`src/rtl/mult_seq_ctrl.sv`:
```
// Sequential shift-and-add multiplier: one SIZE-bit ripple adder reused for SIZE iterations.
// Latency: operands accepted at edge E, product valid after edge E+SIZE (fewer with early done).
// Backpressure: start_ready only in IDLE; DONE holds HM/LM until res_valid && res_ready.
//
// Ports:
//   i_clk, i_reset          rising-edge clock, synchronous active-high reset
//   i_start_valid/o_start_ready, i_a, i_b   operand handshake (unsigned a * b)
//   o_res_valid/i_res_ready, o_hm, o_lm     product handshake, {o_hm,o_lm} = a*b
//   o_busy                  high while a product is being computed or held
//
// Optional feature: define MULT_EARLY_DONE_EN to finish as soon as the remaining
// multiplier bits are all zero (RUN length = max(1, msb_index(b)+1)).

// SIZE-bit ripple-carry adder built from full-adder cells.
module yAdder #(
   parameter int SIZE = 4
) (
   input  logic [SIZE-1:0] i_a,
   input  logic [SIZE-1:0] i_b,
   input  logic            i_cin,
   output logic [SIZE-1:0] o_sum,
   output logic            o_cout
);

   logic [SIZE:0] w_c;

   assign w_c[0] = i_cin;

   for (genvar g = 0; g < SIZE; g++) begin : g_fa
      assign o_sum[g]  = i_a[g] ^ i_b[g] ^ w_c[g];
      assign w_c[g+1]  = (i_a[g] & i_b[g]) | (w_c[g] & (i_a[g] ^ i_b[g]));
   end

   assign o_cout = w_c[SIZE];

endmodule

module mult_seq_ctrl #(
   parameter int SIZE = 4
) (
   input  logic            i_clk,
   input  logic            i_reset,
   input  logic            i_start_valid,
   output logic            o_start_ready,
   input  logic [SIZE-1:0] i_a,
   input  logic [SIZE-1:0] i_b,
   output logic            o_res_valid,
   input  logic            i_res_ready,
   output logic [SIZE-1:0] o_hm,
   output logic [SIZE-1:0] o_lm,
   output logic            o_busy
);

   localparam int CW = $clog2(SIZE) + 1;

   typedef enum logic [1:0] {
      ST_IDLE = 2'd0,
      ST_RUN  = 2'd1,
      ST_DONE = 2'd2
   } state_t;

   state_t          r_state;
   state_t          w_state_nxt;

   logic [SIZE-1:0] r_mcand;
   logic [SIZE:0]   r_acc;      // upper partial product plus carry
   logic [SIZE-1:0] r_mlr;      // lower product bits above, unconsumed multiplier below
   logic [CW-1:0]   r_cnt;

   logic [SIZE-1:0] w_addend;
   logic [SIZE-1:0] w_sum;
   logic            w_cout;
   logic [2*SIZE:0] w_step;     // {acc,mlr} after one normal iteration
   logic [2*SIZE:0] w_accmlr_nxt;
   logic            w_last;
   logic            w_finish;
   logic            w_accept;
   logic            w_release;

   // The carry-out is always shifted down into acc[SIZE-1], so the top bit is
   // structurally zero between iterations; it is kept only to mirror the datapath.
   logic            w_unused_acc_msb;
   assign w_unused_acc_msb = r_acc[SIZE];

   // ------------------------------------------------------------------
   // Datapath: single shared adder
   // ------------------------------------------------------------------
   assign w_addend = r_mlr[0] ? r_mcand : '0;

   yAdder #(.SIZE(SIZE)) u_add (
      .i_a    (r_acc[SIZE-1:0]),
      .i_b    (w_addend),
      .i_cin  (1'b0),
      .o_sum  (w_sum),
      .o_cout (w_cout)
   );

   // {1'b0, cout, sum, mlr} >> 1, with the consumed multiplier bit dropped.
   assign w_step = {1'b0, w_cout, w_sum, r_mlr[SIZE-1:1]};
   assign w_last = (r_cnt == CW'(SIZE - 1));

`ifdef MULT_EARLY_DONE_EN
   logic          w_rem_zero;
   logic [CW-1:0] w_shamt;

   // Multiplier bits still unconsumed after this iteration sit in
   // r_mlr[SIZE-1-cnt:1]; if all are zero, the remaining iterations would only add 0.
   always_comb begin
      w_rem_zero = 1'b1;
      for (int i = 1; i < SIZE; i++) begin
         if (((i + int'(r_cnt)) <= (SIZE - 1)) && r_mlr[i]) begin
            w_rem_zero = 1'b0;
         end
      end
   end

   // Skipped iterations are pure right shifts: SIZE-1-cnt beyond the current one.
   assign w_shamt      = CW'(SIZE - 1) - r_cnt;
   assign w_accmlr_nxt = w_rem_zero ? (w_step >> w_shamt) : w_step;
   assign w_finish     = w_last | w_rem_zero;
`else
   assign w_accmlr_nxt = w_step;
   assign w_finish     = w_last;
`endif

   // ------------------------------------------------------------------
   // FSM: state register
   // ------------------------------------------------------------------
   always_ff @(posedge i_clk) begin
      if (i_reset) begin
         r_state <= ST_IDLE;
      end else begin
         r_state <= w_state_nxt;
      end
   end

   // ------------------------------------------------------------------
   // FSM: next state and handshake outputs
   // ------------------------------------------------------------------
   always_comb begin
      w_state_nxt   = r_state;
      o_start_ready = 1'b0;
      o_res_valid   = 1'b0;
      o_busy        = 1'b0;
      w_accept      = 1'b0;
      w_release     = 1'b0;
      case (r_state)
         ST_IDLE: begin
            o_start_ready = 1'b1;
            if (i_start_valid) begin
               w_accept    = 1'b1;
               w_state_nxt = ST_RUN;
            end
         end
         ST_RUN: begin
            o_busy = 1'b1;
            if (w_finish) begin
               w_state_nxt = ST_DONE;
            end
         end
         ST_DONE: begin
            o_busy      = 1'b1;
            o_res_valid = 1'b1;
            if (i_res_ready) begin
               w_release   = 1'b1;
               w_state_nxt = ST_IDLE;
            end
         end
         default: begin
            w_state_nxt = ST_IDLE;
         end
      endcase
   end

   // ------------------------------------------------------------------
   // Operand / partial-product registers
   // ------------------------------------------------------------------
   always_ff @(posedge i_clk) begin
      if (i_reset) begin
         r_mcand <= '0;
         r_acc   <= '0;
         r_mlr   <= '0;
         r_cnt   <= '0;
      end else begin
         if (w_accept) begin
            r_mcand <= i_a;
            r_acc   <= '0;
            r_mlr   <= i_b;
            r_cnt   <= '0;
         end else if (r_state == ST_RUN) begin
            {r_acc, r_mlr} <= w_accmlr_nxt;
            r_cnt          <= r_cnt + CW'(1);
         end
      end
   end

   // In DONE nothing updates acc/mlr, so the product is held through any stall.
   // After release the registers keep the last product until the next accept.
   logic w_unused_release;
   assign w_unused_release = w_release;

   assign o_hm = r_acc[SIZE-1:0];
   assign o_lm = r_mlr;

endmodule

```
`config.mk`:
```
export PLATFORM = sky130hd
export DESIGN_NAME = mult_seq_ctrl
export DESIGN_NICKNAME = d
export VERILOG_FILES = /design/src/rtl/mult_seq_ctrl.sv
export SDC_FILE = /design/constraint.sdc
export NUM_CORES = 1
export LEC_CHECK = 0
export ABC_CLOCK_PERIOD_IN_PS = 6000
export BUFFER_PORTS_ARGS = -buffer_cell sky130_fd_sc_hd__buf_4
export CAP_MARGIN = 40
export CORE_MARGIN = 2
export CORE_UTILIZATION = 42
export DETAILED_ROUTE_END_ITERATION = 8
export GPL_TIMING_DRIVEN = 0
export PLACE_DENSITY = 0.68
export SLEW_MARGIN = 10
export SYNTH_ARGS = -nofsm -noshare
export SYNTH_HDL_FRONTEND = slang
export SYNTH_SLANG_ARGS = --single-unit
```
`constraint.sdc`:
```
create_clock -name i_clk -period 6 [get_ports i_clk]
set_input_delay 0.9 -clock i_clk [delete_from_list [all_inputs] [get_ports i_clk]]
set_output_delay 0.9 -clock i_clk [all_outputs]
set_load 0.05 [all_outputs]
```
; After elaboration in Yosys (flattened, before gate mapping)
; Cells that the tools add are included.
; W data, S select, Z words.
[word_totals]
ff_bits = 17
input_bits = 12
wordCells = 46
[op_classes]
n_addsub = 1
eq_ne = 6
mux = 12
bitwise = 17
reduce_logical = 5
[op_table]
columns = cell, n
row1 = $mux W4, 3
row2 = $and A1 B1 Y1, 7
row3 = $xor A1 B1 Y1, 7
row4 = $mux W2, 3
row5 = $ne A2 B2 Y1 const B, 3
row6 = $pmux W2 S3, 1
row7 = $mux W1, 5
row8 = $reduce_or A2 Y1, 2
row9 = $add A3 B1 Y3 const B, 1
row10 = $eq A3 B2 Y1 const B, 1
row11 = $or A1 B1 Y1, 3
row12 = $reduce_and A3 Y1, 1
row13 = $eq A2 B1 Y1 const B, 1
row14 = $eq A2 B2 Y1 const B, 1
row15 = $logic_not A2 Y1, 1
row16 = $reduce_bool A2 Y1, 1

; Logic depth before layout (Yosys ltp)
[logic_depth]
ltp_word = 8
mapped_depth = 9

; Cells and area by module
; A second synthesis with hierarchy kept.
[unflattened]
cells_unflattened = 99
area_unflattened_um2 = 900.9
[by_module_without_submodules]
columns = module, n_inst, cells_per_inst, area_each_um2, seq_area_each_um2
row1 = mult_seq_ctrl, 1, 85, 783.3, 340.3
row2 = yAdder, 1, 14, 117.6, 0.0

; Worst setup path after synthesis
; OpenSTA, ideal clock, no wires.
[synth_path]
path_type = reg-to-reg
startpoint = register r_mlr[0], in the netlist o_lm[0]
endpoint = register r_acc[2]
setup_time_ns = 0.086
t_arrival_ns = 2.260
required_ns = 5.914
slack_ns = 3.654
path_stages_with_launch = 10
n_path_buf = 0
path_cell_list = dfxtp_1 -> and2_1 -> ha_1 -> inv_1 -> fa_1 -> inv_1 -> fa_1 -> inv_1 -> fa_1 -> a211oi_1
[synth_between]
elab_chain_cells = 7
elab_cells_between_ends = 12
classes_between = 1 x mux / 11 x bitwise
[synth_lines]
columns = element, line
row1 = "start, declared", 67  ; logic [SIZE-1:0] r_mlr;
row2 = "start signal, assigned", 188  ; r_mlr <= i_b;
row3 = "start signal, assigned", 191  ; {r_acc, r_mlr} <= w_accmlr_nxt;
row4 = $mux W4 *, 88  ; assign w_addend = r_mlr[0] ? r_mcand : '0;
row5 = $and A1 B1 Y1 or $xor A1 B1 Y1 (tied branches), 31  ; assign w_c[g+1] = (i_a[g] & i_b[g]) | (w_c[g] & (i_a[g] ^ i_b[g]));
row6 = $and A1 B1 Y1, 31
row7 = $or A1 B1 Y1, 31
row8 = $and A1 B1 Y1, 31
row9 = $or A1 B1 Y1, 31
row10 = $xor A1 B1 Y1 *, 30  ; assign o_sum[g] = i_a[g] ^ i_b[g] ^ w_c[g];
row11 = "end signal, assigned", 191
row12 = "end, declared", 66  ; logic [SIZE:0] r_acc;
; Mark *: on every way between the ends. The rest lies on a longest branch, timed or not.
; A chain may end at the register's enable or synchronous reset.

; Final worst setup path
[layout_path]
startpoint = register r_state[1]
endpoint = output o_start_ready
[layout_between]
elab_chain_cells = 2
[layout_lines]
columns = element, line
row1 = "start, declared", 62  ; state_t r_state;
row2 = "start signal, assigned", 133  ; r_state <= w_state_nxt;
row3 = $logic_not A2 Y1, 147  ; case (r_state)
row4 = $mux W1, 147
row5 = "end, declared", 44  ; output logic o_start_ready,
; No other way between the ends.

==> out/results.ini <==
[outcome]
status=finished clean

[clock_tree]
cts_post_setup_buffers_inserted=0
later_pin_clock_latency_in_the_skew_report_ns=0.29
cts_max_path_buffers=2
cts.sinks=17
hold_buffers=0
tritoncts=yes
post_cts_resize_count=0
clk_transition_reported_paths_ns=0.10
cts.htree.levels=1
cts_root_buf=sky130_fd_sc_hd__clkbuf_4
cts_inserted_buffers=3

[floorplanning]
starting_density_of_the_core_pct=44.2
floorplan.die_area_um2=2420
top_level_ports=23
core.rowCount=16
die-width_um=49.2
core_region_area_um2=1940
floorplan.die.height_um=49.2

[routing]
routed-via-count=683
dr.pass1.iters=4
wire_per_inst_um=11.3
first_iter_violations=8
vias_per_cell=4.68
drc_errors=0
postRouteWirelength_mm=1.64
ant_nets=0

[yosys]
synth.yosys.seq_area_share_pct=39.7
synth_commonest_cells=sky130_fd_sc_hd__dfxtp_1, sky130_fd_sc_hd__nor2_1, sky130_fd_sc_hd__inv_1
post_synth_num_cell_types=17
synthTopCellsByArea=sky130_fd_sc_hd__dfxtp_1, sky130_fd_sc_hd__ha_1, sky130_fd_sc_hd__mux2i_1
synthArstFlopShare_pct=0
yosys_register_bits=17
ys_warn_count=0
syn_inst=93
mappedNetlistArea_um2=858
synthesized_area_divided_by_synthesized_cell_count_um2=9.23
syn-num-nets=115
synth_most_common_cell=sky130_fd_sc_hd__dfxtp_1
synth_top_flop_cell=sky130_fd_sc_hd__dfxtp_1
synth_top_cell_by_area=sky130_fd_sc_hd__dfxtp_1
synthDominantCellAreaShare_pct=39.7
synth_edf_count=0

[setup_path]
required_ns=5.10
timing.critical_path.arrival_ns=1.30
critPathMaxFanout=8
worst_setup_path_start_kind=flop
worstSetupPathType=flop to output pin
end_kind=output pin

[finish]
drive_above_1_share_pct=25.2
postLayoutCellArea_um2=1080
postLayoutCoreUtil_pct=55.9
fin_cells=146
num-fill-cells=197
nNetsFinal=142
areaGrowthSynthToFinish_pct=26.4
insertedDiodeCount=0

[worst_hold_path]
min-delay-path-class=flop to flop

[power]
power.leakage_nw=0.473
power.density_cell_area_nw_per_um2=439
fin_total_pwr_mw=0.477
power.ir.vdd_worst_mv=0.245

[sta]
max_slew.worst_pin.slew_ns=0.558
finalSetupViolations=0
report.final.hold_viol_count=0
worst_slack_ns=3.80
fin_skew_ns=0.00276
hold_slack_ns=0.454
rsz_0062_raised_after_global_routing=no
post-route-min-period_ns=2.20
period_share_pct=36.7
worst_slew_margin_rel_pct=62.8
setup-tns-final_ns=0
total_count_of_max_transition_violations_in_the_final_report=0
fmax_ghz=0.454

[place]
hpwlAfterDp_mm=1.31
placed_cells=142
globalplace.congestion=0.706
i_o_buffers=22
dpl_worst_slack_ns=3.86
placedInstanceArea_um2=1060

[global_route]
grt.overflow.total=0
globalRouteTotalUtil_pct=15.7
grt_pass1_vias=673
antenna_violations_before_repair=0
maximum_number_of_pins_on_one_net_before_global_route_repair=11
grt_pass1_wl_mm=2.88

[job]
drv_cap=0

worst paths after layout:
| check | startpoint | cells after the start | slack, ns | end |
|---|---|---|---|---|
| hold / removal | r_mcand[2] | 2 | 0.45 | r_mcand[2] |
| setup / recovery | r_state[1] | 3 | 3.80 | o_start_ready |
| setup reg to reg | o_lm[0] | 9 | 3.86 | r_acc[2] |
| hold reg to reg | r_mcand[2] | 2 | 0.45 | r_mcand[2] |
critical path, stage by stage, from the launching register on:
cell,delay [ns]
sky130_fd_sc_hd__dfxtp_1,0.35
sky130_fd_sc_hd__inv_1,0.10
sky130_fd_sc_hd__ha_1,0.32
sky130_fd_sc_hd__buf_4,0.26
routing by layer:
layer  vias to the layer above  part of all wire [%]  track usage, %
li1                        359                     -               -
met1                       312                    45            19.7
met2                        12                    51            25.7
met3                         0                   4.0            3.07
met4                         0                     0            7.14
met5                         -                     0               0
area by class of cell:
| type | count | area [µm²] | area share, % |
|---|---|---|---|
| Clock buffer | 3 | 22.5 | 2.08 |
| Sequential cell | 17 | 340 | 31.4 |
| Timing Repair Buffer | 22 | 165 | 15.2 |
| Multi-Input combinational cell | 61 | 458 | 42.2 |
| Inverter | 11 | 41.3 | 3.81 |
| Clock inverter | 1 | 5.00 | 0.461 |
| Buffer | 4 | 18.8 | 1.73 |
| Tap cell | 27 | 33.8 | 3.11 |
sequential cells by signal, summed over array words and instances, names as in the netlist:
| register | flops |
|---|---|
| r_cnt | 3 |
| r_mcand | 4 |
| o_lm | 4 |
| r_acc | 4 |
| r_state | 2 |
report_power, final:
part           switching (mW)  leakage (nW)  internal [mW]  total, mW
sequential             0.0226         0.139          0.141      0.163
combinational           0.166         0.316         0.0874      0.253
clock                  0.0359        0.0177         0.0248     0.0607
cell families (layout without fill, tap and decap cells):
logic type | Yosys count | count (layout) | synth area share (%)
buf+inv | 15 | 41 | 7.00
compound gates | 13 | 13 | 10.5
mux | 8 | 8 | 9.33
flops | 17 | 17 | 39.7
simple gates | 29 | 29 | 15.3
fa+ha+maj | 10 | 10 | 17.2
xor+xnor | 1 | 1 | 1.02
layout by cell type (no fill, tap or decap):
cell                       count
sky130_fd_sc_hd__clkinv_2      1
sky130_fd_sc_hd__ha_1          7
sky130_fd_sc_hd__nand3_1       4
sky130_fd_sc_hd__buf_4        22
sky130_fd_sc_hd__fa_1          3
sky130_fd_sc_hd__nand2b_1      5
sky130_fd_sc_hd__clkbuf_1      1
sky130_fd_sc_hd__a21oi_1       4
sky130_fd_sc_hd__mux2i_1       8
sky130_fd_sc_hd__nor2_1       11
sky130_fd_sc_hd__nand2_1       7
sky130_fd_sc_hd__inv_1        10
sky130_fd_sc_hd__buf_2         3
sky130_fd_sc_hd__inv_2         1
sky130_fd_sc_hd__and2_1        2
sky130_fd_sc_hd__a222oi_1      1
sky130_fd_sc_hd__clkbuf_4      3
sky130_fd_sc_hd__dfxtp_1      17
sky130_fd_sc_hd__a211oi_1      8
sky130_fd_sc_hd__xnor2_1       1
No activity file was read; power rests on OpenSTA's default activity.
